File: src/rtl/muldiv_sequencer_pkg.sv
// Shared encodings for the HI/LO multiply/divide sequencer: op codes, FSM states,
// and the per-operation context latched when an iterative op is accepted.
package muldiv_sequencer_pkg;

  localparam int MD_WIDTH = 32;
  localparam int MD_ITERS = 32;

  typedef enum logic [2:0] {
    OP_MULT  = 3'd0,
    OP_MULTU = 3'd1,
    OP_DIV   = 3'd2,
    OP_DIVU  = 3'd3,
    OP_MADD  = 3'd4,
    OP_MSUB  = 3'd5,
    OP_MTHI  = 3'd6,
    OP_MTLO  = 3'd7
  } md_op_e;

  typedef enum logic [1:0] {
    ST_IDLE  = 2'd0,
    ST_CALC  = 2'd1,
    ST_FIXUP = 2'd2
  } md_state_e;

  typedef struct packed {
    md_op_e op;
    logic   res_neg;  // product/quotient must be negated at fixup
    logic   rem_neg;  // remainder takes the dividend's sign
    logic   div0;
  } md_ctx_t;

  function automatic logic op_is_div(input md_op_e op);
    return (op == OP_DIV) || (op == OP_DIVU);
  endfunction

  function automatic logic op_is_signed(input md_op_e op);
    return (op == OP_MULT) || (op == OP_DIV) || (op == OP_MADD) || (op == OP_MSUB);
  endfunction

  function automatic logic op_is_move(input md_op_e op);
    return (op == OP_MTHI) || (op == OP_MTLO);
  endfunction

endpackage

File: src/rtl/muldiv_sequencer_iter_core.sv
// Unsigned iterative datapath: shift-add multiply or restoring divide, one bit per step.
// The sequencer hands in magnitudes and applies signs afterwards.
module muldiv_iter_core
  import muldiv_sequencer_pkg::*;
#(
  parameter int WIDTH = MD_WIDTH
) (
  input  logic               Clk,
  input  logic               init,
  input  logic               step,
  input  logic               div_mode,
  input  logic [2*WIDTH-1:0] init_val,
  input  logic [WIDTH-1:0]   b,
  output logic [2*WIDTH-1:0] acc
);

  localparam int DW = 2 * WIDTH;

  logic [WIDTH-1:0] b_q;
  logic [WIDTH:0]   sum;
  logic [WIDTH:0]   rem_sh;
  logic [WIDTH:0]   diff;
  logic [DW-1:0]    mul_nxt;
  logic [DW-1:0]    div_nxt;

  // Mul: upper half accumulates, whole register shifts right with the carry.
  assign sum     = {1'b0, acc[DW-1:WIDTH]} + {1'b0, b_q};
  assign mul_nxt = acc[0] ? {sum, acc[WIDTH-1:1]}
                          : {1'b0, acc[DW-1:WIDTH], acc[WIDTH-1:1]};

  // Div: upper half is the partial remainder, lower half shifts dividend out / quotient in.
  assign rem_sh  = {acc[DW-1:WIDTH], acc[WIDTH-1]};
  assign diff    = rem_sh - {1'b0, b_q};
  assign div_nxt = diff[WIDTH] ? {rem_sh[WIDTH-1:0], acc[WIDTH-2:0], 1'b0}
                               : {diff[WIDTH-1:0],   acc[WIDTH-2:0], 1'b1};

  always_ff @(posedge Clk) begin
    if (init) begin
      acc <= init_val;
      b_q <= b;
    end else if (step) begin
      acc <= div_mode ? div_nxt : mul_nxt;
    end
  end

endmodule

File: src/rtl/muldiv_sequencer.sv
// HI/LO owner for the MIPS core: MULT/MULTU/DIV/DIVU/MADD/MSUB iterate in CALC, then FIXUP
// applies signs and accumulation. Define MULDIV_FAST_MUL_EN for single-cycle multiplies.
module muldiv_sequencer
  import muldiv_sequencer_pkg::*;
#(
  parameter int WIDTH = MD_WIDTH,
  parameter int ITERS = MD_ITERS
) (
  input  logic             Clk,
  input  logic             Rst,
  input  logic             Start,
  input  logic [2:0]       Op,
  input  logic [WIDTH-1:0] OpA,
  input  logic [WIDTH-1:0] OpB,
  input  logic             ReadHiLo,
  input  logic             Flush,
  output logic             Busy,
  output logic             Stall,
  output logic             Done,
  output logic [WIDTH-1:0] Hi,
  output logic [WIDTH-1:0] Lo
);

  localparam int CW = (ITERS > 1) ? $clog2(ITERS) : 1;
  localparam int DW = 2 * WIDTH;

  md_state_e        state;
  logic [CW-1:0]    cnt;
  md_ctx_t          ctx;
  logic [WIDTH-1:0] dividend;

  md_op_e           op_in;
  logic             accept;
  logic             a_neg;
  logic             b_neg;
  logic             skip_calc;
  logic [WIDTH-1:0] a_mag;
  logic [WIDTH-1:0] b_mag;
  logic [DW-1:0]    init_val;
  logic [DW-1:0]    acc;
  logic [DW-1:0]    prod;
  logic [DW-1:0]    fix;
  logic [WIDTH-1:0] quo_fix;
  logic [WIDTH-1:0] rem_fix;

  assign op_in  = md_op_e'(Op);
  assign accept = (state == ST_IDLE) && Start && !Flush;
  assign a_neg  = op_is_signed(op_in) && OpA[WIDTH-1];
  assign b_neg  = op_is_signed(op_in) && OpB[WIDTH-1];
  assign a_mag  = a_neg ? (~OpA + 1'b1) : OpA;
  assign b_mag  = b_neg ? (~OpB + 1'b1) : OpB;

`ifdef MULDIV_FAST_MUL_EN
  // Multiplies land the full magnitude product in the core and go straight to FIXUP.
  assign skip_calc = !op_is_div(op_in);
  assign init_val  = op_is_div(op_in) ? {{WIDTH{1'b0}}, a_mag}
                                      : {{WIDTH{1'b0}}, a_mag} * {{WIDTH{1'b0}}, b_mag};
`else
  assign skip_calc = 1'b0;
  assign init_val  = {{WIDTH{1'b0}}, a_mag};
`endif

  muldiv_iter_core #(.WIDTH(WIDTH)) u_core (
    .Clk      (Clk),
    .init     (accept && !op_is_move(op_in)),
    .step     (state == ST_CALC),
    .div_mode (op_is_div(ctx.op)),
    .init_val (init_val),
    .b        (b_mag),
    .acc      (acc)
  );

  assign Busy  = (state != ST_IDLE);
  assign Stall = Busy && (Start || ReadHiLo);

  assign prod    = ctx.res_neg ? (~acc + 1'b1) : acc;
  assign quo_fix = ctx.res_neg ? (~acc[WIDTH-1:0] + 1'b1) : acc[WIDTH-1:0];
  assign rem_fix = ctx.rem_neg ? (~acc[DW-1:WIDTH] + 1'b1) : acc[DW-1:WIDTH];

  always_comb begin
    fix = prod;
    case (ctx.op)
      OP_MADD: fix = {Hi, Lo} + prod;
      OP_MSUB: fix = {Hi, Lo} - prod;
      OP_DIV, OP_DIVU: begin
        // Divide by zero leaves the dividend in HI untouched by sign fixup.
        if (ctx.div0) fix = {dividend, {WIDTH{1'b1}}};
        else          fix = {rem_fix, quo_fix};
      end
      default: ;
    endcase
  end

  always_ff @(posedge Clk) begin
    if (!Rst) begin
      state    <= ST_IDLE;
      cnt      <= '0;
      ctx      <= '0;
      dividend <= '0;
      Hi       <= '0;
      Lo       <= '0;
      Done     <= 1'b0;
    end else begin
      Done <= 1'b0;
      case (state)
        ST_IDLE: begin
          if (accept) begin
            if (op_in == OP_MTHI) begin
              Hi <= OpA;
            end else if (op_in == OP_MTLO) begin
              Lo <= OpA;
            end else begin
              ctx.op      <= op_in;
              ctx.res_neg <= a_neg ^ b_neg;
              ctx.rem_neg <= a_neg;
              ctx.div0    <= op_is_div(op_in) && (OpB == '0);
              dividend    <= OpA;
              cnt         <= '0;
              state       <= skip_calc ? ST_FIXUP : ST_CALC;
            end
          end
        end
        ST_CALC: begin
          cnt <= cnt + 1'b1;
          if (cnt == CW'(ITERS - 1)) state <= ST_FIXUP;
        end
        ST_FIXUP: begin
          {Hi, Lo} <= fix;
          Done     <= 1'b1;
          state    <= ST_IDLE;
        end
        default: state <= ST_IDLE;
      endcase
    end
  end

endmodule

File: config.mk
export PLATFORM = sky130hd
export DESIGN_NAME = muldiv_sequencer
export DESIGN_NICKNAME = d
export VERILOG_FILES = /design/src/rtl/muldiv_sequencer_pkg.sv /design/src/rtl/muldiv_sequencer_iter_core.sv /design/src/rtl/muldiv_sequencer.sv
export SDC_FILE = /design/constraint.sdc
export NUM_CORES = 1
export LEC_CHECK = 0
export BUFFER_PORTS_ARGS = -buffer_cell sky130_fd_sc_hd__buf_2
export CAP_MARGIN = 30
export CORE_ASPECT_RATIO = 1.1
export CORE_MARGIN = 8
export CORE_UTILIZATION = 60
export CTS_BUF_LIST = sky130_fd_sc_hd__clkbuf_16
export CTS_CLUSTER_DIAMETER = 120
export DETAILED_ROUTE_END_ITERATION = 16
export PLACE_DENSITY = 0.79
export SLEW_MARGIN = 20
export SYNTH_ARGS = -nofsm -noshare
export SYNTH_HDL_FRONTEND = slang
export SYNTH_SLANG_ARGS = --single-unit
File: constraint.sdc
create_clock -name Clk -period 17.1 [get_ports Clk]
set_clock_uncertainty 0.05 [all_clocks]
set_input_delay 1.71 -clock Clk [delete_from_list [all_inputs] [get_ports Clk]]
set_output_delay 1.71 -clock Clk [all_outputs]
set_load 0.005 [all_outputs]
==> flow_summary.yaml, run 1 <==
outcome:
  status: "complete, no violations"
yosys:
  ys_seq_area_frac: 0.210
  synth_fa_ha_area_frac: 0.0778
  synth_edf_count: 64
  ys.flop_type: "dfxtp_1"
  yosys.area.top_type_share: 0.126
  ys_ff_latch: 206
  avgSynthCellArea_sq_um: 7.29
  yosysMostFrequentCell: "nand2_1"
  synth_fp_nets: 3319
  yosys_warnings: 0
  synth_compound_area_frac: 0.286
  netlist_area_sq_um: 22600
  synthTopCellsByArea: "dfxtp_1 (13%), edfxtp_1 (8.5%), ha_1 (7.5%)"
  yosysUniqueCellTypes: 91
  synth_top_family_by_area: "compound AO/OA/AOI/OAI gates"
  synth_common_cells: "nand2_1 (406), a21oi_1 (331), o21ai_0 (270)"
  async_flop_share: 0
  synth-simple-area-share: 0.220
  synth_mux_area_frac: 0.0260
  synthXorXnorAreaFrac: 0.125
  synth_cells: 3108
  synth_top_area_cell: "dfxtp_1"
cts:
  ctsResizeCount: 0
  cts_hold_buffers: 0
  clockBufferDepth: 3
  cts_root_buffer: "clkbuf_16"
  cts.sinks: 206
  clk_pin_slew_ns: 0.07
  cts_tree: "built"
  post_cts_buffers: 0
  numCtsBuffers: 27
  htreeDepth: 1
  clk_latency_ns: 0.57
final_layout:
  drive_above_1_share: 0.0918
  synthToLayoutAreaGrowth_pct: 7.03
  layout.nets: 3295
min_path:
  whs_path_depth: 2
  hold_end: "dividend[16]"
  worst_hold_path_type: "flip-flop to flip-flop"
  holdCritStartpoint: "dividend[16]"
critical_path:
  setup.worst_path.class: "flip-flop to flip-flop"
  crit_chain: "buf_4 > inv_1 > ha_1 > nor4b_4 > nand4_1 > o311a_1 > nor4_1 > o21ai_0 > or4b_4 > or3_4 > o21ai_0 > xnor2_1 > ha_1 > a21o_1 > a21o_1 > a2111oi_0 > o31ai_1 > a21oi_1 > a21oi_1 > o32ai_1 > o21ai_0 > and2_1 > a2111o_1 > a31oi_1"
  cp_common_cell: "o21ai_0"
  cpMaxStageDelayCell: "or4b_4"
  required_ns: 17.54
  r2r_end: "Hi[26]"
  r2r_cells: 24
  critPathMaxFanout: 52
  cp-end-kind: "flip-flop"
  startpoint_type: "flip-flop"
  r2r_slack_ns: 8.33
  worstPathArrival_ns: 9.21
  critPathTopFamily: "compound AO/OA/AOI/OAI gates"
  worst-path-buf-inv: 2
  cpPeakStageDelay_ns: 0.67
  worstReg2RegStart: "u_core.acc[0]"
sta:
  finalCritPeriodShare: 0.513
  final.min_clock_period_ns: 8.77
  finalHoldViolCount: 0
  finalSetupTns_ns: 0
  tightest_slew_ns: 1.05
  whs_ns: 0.417
  fmax_mhz: 114
  worst_slack_ns: 8.33
  finalSetupViolations: 0
  maxSlewHeadroom: 0.279
  grt_setup_unrepaired: "no"
  maxSlewViolCount: 0
global_route:
  grt_antenna_before_repair: 4
  grt_usage: 0.371
  grt_pass1_wl_um: 131000
  grt_overflow_total: 0
  grt_max_degree: 88
  first_global_vias: 22700
power:
  peakVddDrop_uv: 95.1
  power.density_nw_per_um2: 101
  leakagePower_uw: 0.00979
place:
  dp_slack_ns: 8.55
  portBuffers: 138
  routabilityCongestion: 0.980
  hpwlAfterDp_um: 63900
die:
  initial_core_util: 0.608
  core_sq_um: 37200
  ios: 139
  dieHeight_um: 220
  die-area_sq_um: 44200
  die_w_um: 201
  rows: 74
detailed_routing:
  drt-total-wl_um: 86600
  vias: 24300
  viasPerCell: 6.75
  dr.first_iter.drc_count: 3320
  ant_nets: 0
  drc: 0
  first_pass_iters: 10
  wl_per_cell_um: 24.1
flow_run:
  cap_violations: 0
-- placed cells by master (no fill, tap or decap), types with 29 or more instances in the layout --
cell type  instances
dfxtp_1          140
a31oi_1           34
buf_2            137
nand2b_1          29
xor2_1           166
inv_1             98
a211oi_1          30
a21oi_1          331
ha_1             134
o21ai_0          270
nor2_1           191
nand2_1          406
a21o_1            46
nor3_1            57
nand4_1           33
o31ai_1           36
a21boi_0          43
xnor2_1          151
and3_1            40
nand3_1           93
edfxtp_1          64
mux2i_1           52
o21a_1            30
-- power by group --
part / internal [uW] / switching, uW / total [uW] / leakage [uW]
combinational: 445 / 726 / 1170 / 0.00759
clock: 331 / 260 / 590 / 0.000436
sequential: 553 / 121 / 674 / 0.00176
-- how the worst max path moves through the flow --
stage                   from     end  slack (ns)  cells after the start
3_5_place_dp   u_core.acc[0]  Hi[26]        8.55                     24
3_3_place_gp   u_core.acc[0]  Hi[26]        8.76                     24
2_1_floorplan  u_core.acc[0]  Hi[26]       10.08                     25
6_report       u_core.acc[0]  Hi[26]        8.33                     24
4_1_cts        u_core.acc[0]  Hi[26]        8.47                     24
5_1_grt        u_core.acc[0]  Hi[30]        7.65                     24
-- state kept, by name, indices dropped and copies added, names as in the netlist --
| register | flops |
|---|---|
| u_core.acc | 64 |
| dividend | 32 |
| Done | 1 |
| Hi | 32 |
| state | 2 |
| Lo | 32 |
| ctx | 6 |
| cnt | 5 |
| u_core.b_q | 32 |
-- cell families (layout without fill, tap and decap cells) --
family / after synthesis / count (layout)
buffers and inverters: 319 / 315
adders and majority gates: 139 / 139
xor gates and xnor gates: 320 / 320
and+or+nand+nor: 1032 / 1032
other: 0 / 1
AOI/OAI and AO/OA: 1034 / 1034
muxes: 58 / 58
DFF: 206 / 206
-- tightest hold or removal path, cell delays in order, from the launching register on --
cell	delay (ns)
dfxtp_1	0.31
nand2_1	0.05
a21boi_0	0.06
-- final cells by class --
type / count / area [sq um]
antenna: 1 / 2.50
sequential: 206 / 4770
tap: 494 / 618
multi-input combinational: 2583 / 16700
fill: 3377 / 13000
timing repair buffer: 165 / 912
clock buffer: 28 / 701
clock inverter: 21 / 185
inverter: 101 / 382
-- per-stage QoR --
step	total power [uW]	utilization	area [sq um]	cells
6_report	2440	0.651	24200	3599
5_1_grt	2560	0.651	24200	3598
4_1_cts	2390	0.651	24200	3597
3_5_place_dp	1810	0.627	23300	3548
3_3_place_gp	1780	0.626	23300	3547
2_1_floorplan	1510	-	22600	3108
-- per-layer routing --
metal | wire length (um) | GRT usage | share of wire
met1 | 34400 | 0.493 | 0.40
met2 | 35700 | 0.555 | 0.41
met3 | 11700 | 0.0961 | 0.14
met4 | 4700 | 0.178 | 0.054
met5 | 40 | 0 | 0.00046
Note: power is estimated with default switching activity, not from simulation.
==> run 2: changes to the inputs <==
--- a/config.mk
+++ b/config.mk
@@ -9,11 +9,11 @@
 export CAP_MARGIN = 30
 export CORE_ASPECT_RATIO = 1.1
 export CORE_MARGIN = 8
-export CORE_UTILIZATION = 60
+export CORE_UTILIZATION = 57
 export CTS_BUF_LIST = sky130_fd_sc_hd__clkbuf_16
 export CTS_CLUSTER_DIAMETER = 120
 export DETAILED_ROUTE_END_ITERATION = 16
-export PLACE_DENSITY = 0.79
+export PLACE_DENSITY = 0.78
 export SLEW_MARGIN = 20
 export SYNTH_ARGS = -nofsm -noshare
 export SYNTH_HDL_FRONTEND = slang
==> constraint.sdc (replaced) <==
create_clock -name Clk -period 7.45 [get_ports Clk]
set_clock_uncertainty 0.05 [all_clocks]
set_input_delay 0.745 -clock Clk [delete_from_list [all_inputs] [get_ports Clk]]
set_output_delay 0.745 -clock Clk [all_outputs]
set_load 0.005 [all_outputs]
==> flow_summary.yaml, run 2 (synthesis results as in run 1) <==
outcome:
  status: "complete, no violations"
cts:
  cts_tree: "built"
  numCtsBuffers: 28
  cts_hold_buffers: 0
  htreeDepth: 1
  clk_latency_ns: 0.59
  cts_root_buffer: "clkbuf_16"
  clockBufferDepth: 3
  clk_pin_slew_ns: 0.06
  cts.sinks: 206
power:
  netSwitchingFraction: 0.446
  p_int_uw: 3200
  leakagePower_uw: 0.00997
  combinationalPowerShare: 0.478
  power.density_nw_per_um2: 235
  peakVddDrop_uv: 213
  p_clk_frac: 0.259
  power_switching_uw: 2570
  seqPwrFrac: 0.263
sta:
  fmax_mhz: 142
  finalSetupViolations: 0
  finalHoldViolCount: 0
  final.min_clock_period_ns: 7.02
  maxSlewViolCount: 0
  tightest_slew_ns: 0.993
  worst_slack_ns: 0.431
  maxSlewHeadroom: 0.338
  finalCritPeriodShare: 0.942
  whs_ns: 0.331
critical_path:
  cpPeakStageDelay_ns: 0.59
  setup.worst_path.class: "flip-flop to flip-flop"
  crit_path_start: "u_core.acc[1]"
  cp_common_cell: "or4b_4"
  r2r_cells: 24
  worstReg2RegStart: "u_core.acc[1]"
  critPathMaxFanout: 6
  r2r_slack_ns: 0.43
  cp-end-kind: "flip-flop"
  worstPathArrival_ns: 7.47
  r2r_end: "Hi[26]"
  critical_path.endpoint: "Hi[26]"
  required_ns: 7.90
  worst-path-buf-inv: 2
  critPathTopFamily: "compound AO/OA/AOI/OAI gates"
  crit_chain: "inv_1 > ha_2 > or4b_4 > nor4_2 > nor3_1 > a2111oi_2 > or4b_4 > or4b_4 > or3_4 > o21ai_0 > xnor2_1 > ha_1 > a21o_1 > a21o_1 > a2111oi_4 > o31ai_1 > a21oi_1 > a21oi_1 > o32ai_1 > buf_4 > o21ai_0 > and2_1 > a2111o_1 > a31oi_1"
  worstSetupPathDepth: 24
  cpMaxStageDelayCell: "or4b_4"
  startpoint_type: "flip-flop"
global_route:
  grt_overflow_total: 0
  grt_pass1_wl_um: 133000
  first_global_vias: 22700
  grt_antenna_before_repair: 3
  grt_max_degree: 88
  grt_usage: 0.363
die:
  die_w_um: 206
  initial_core_util: 0.578
  core_sq_um: 39200
  ios: 139
  die-area_sq_um: 46400
  dieHeight_um: 225
  rows: 76
place:
  routabilityCongestion: 1.02
  portBuffers: 138
  dp_slack_ns: 0.0689
  hpwlAfterDp_um: 65200
detailed_routing:
  ant_nets: 0
  first_pass_iters: 6
  viasPerCell: 6.72
  vias: 24400
  drt-total-wl_um: 87900
  wl_per_cell_um: 24.1
  dr.first_iter.drc_count: 3006
  drc: 0
final_layout:
  synthToLayoutAreaGrowth_pct: 8.55
  final_common_cell: "nand2_1"
  largest_register_ffs: 64
  largest-register: "u_core.acc"
  drive_above_1_share: 0.102
  layout.nets: 3321
  layout_common_cells: "nand2_1 (406), a21oi_1 (331), o21ai_0 (269), nor2_1 (191), xor2_1 (166)"
  n_antenna_cell: 0
flow_run:
  cap_violations: 0
min_path:
  worst_hold_path_type: "primary input to flip-flop"
[run 2: what timing repair did]
action                                  CTS  global route
buffers inserted                          0             3
endpoints found under the setup margin    0            12
resized for setup                         0             9
[run 2: power by group through the flow]
stage / clock (uW) / combinational (uW) / sequential [uW]
after floorplan: 0 / 2100 / 1370
after global placement: 0 / 2610 / 1520
after detailed placement: 0 / 2660 / 1530
after CTS: 1500 / 2680 / 1510
after global routing: 1530 / 3000 / 1530
final: 1490 / 2760 / 1520
[run 2: stage by stage]
stage / power (uW) / util / TNS [ns] / std cells / area (sq um)
2_1_floorplan: 3470 / - / 0 / 3108 / 22600
6_report: 5770 / 0.627 / 0 / 3639 / 24600
5_1_grt: 6060 / 0.627 / -0.0257 / 3639 / 24600
3_3_place_gp: 4130 / 0.600 / 0 / 3581 / 23500
4_1_cts: 5680 / 0.625 / 0 / 3634 / 24500
3_5_place_dp: 4190 / 0.600 / 0 / 3582 / 23500
[run 2: worst reg2reg max path, delay by kind of cell (launching register included)]
family	cells	cell delay, ns
and+or+nand+nor	7	2.68
xor gates and xnor gates	1	0.10
AOI/OAI and AO/OA	12	2.72
adders and majority gates	2	0.61
buffers and inverters	2	0.32
DFF	1	0.44
[run 2: worst min path at each step]
stage / start / endpoint / cells past startpoint
floorplan: dividend[10] / dividend[10] / 2
global placement: dividend[17] / dividend[17] / 2
detailed placement: dividend[19] / dividend[19] / 2
CTS: OpB[0] / u_core.b_q[0] / 1
global route: OpB[0] / u_core.b_q[0] / 1
finish: OpB[0] / u_core.b_q[0] / 1
[run 2: routing by layer]
metal	GRT usage	vias up	share of wire
met1	0.478	11400	0.40
met4	0.200	4	0.062
li1	-	11300	-
met3	0.0795	259	0.12
met2	0.545	1491	0.42
met5	0	-	0.00031
[run 2: cell type report]
class | count | area (sq um)
inverter | 101 | 382
tap | 507 | 634
multi-input combinational | 2583 | 16700
timing repair buffer | 190 | 1100
sequential | 206 | 4770
clock inverter | 21 | 213
clock buffer | 31 | 776
fill | 3659 | 14600
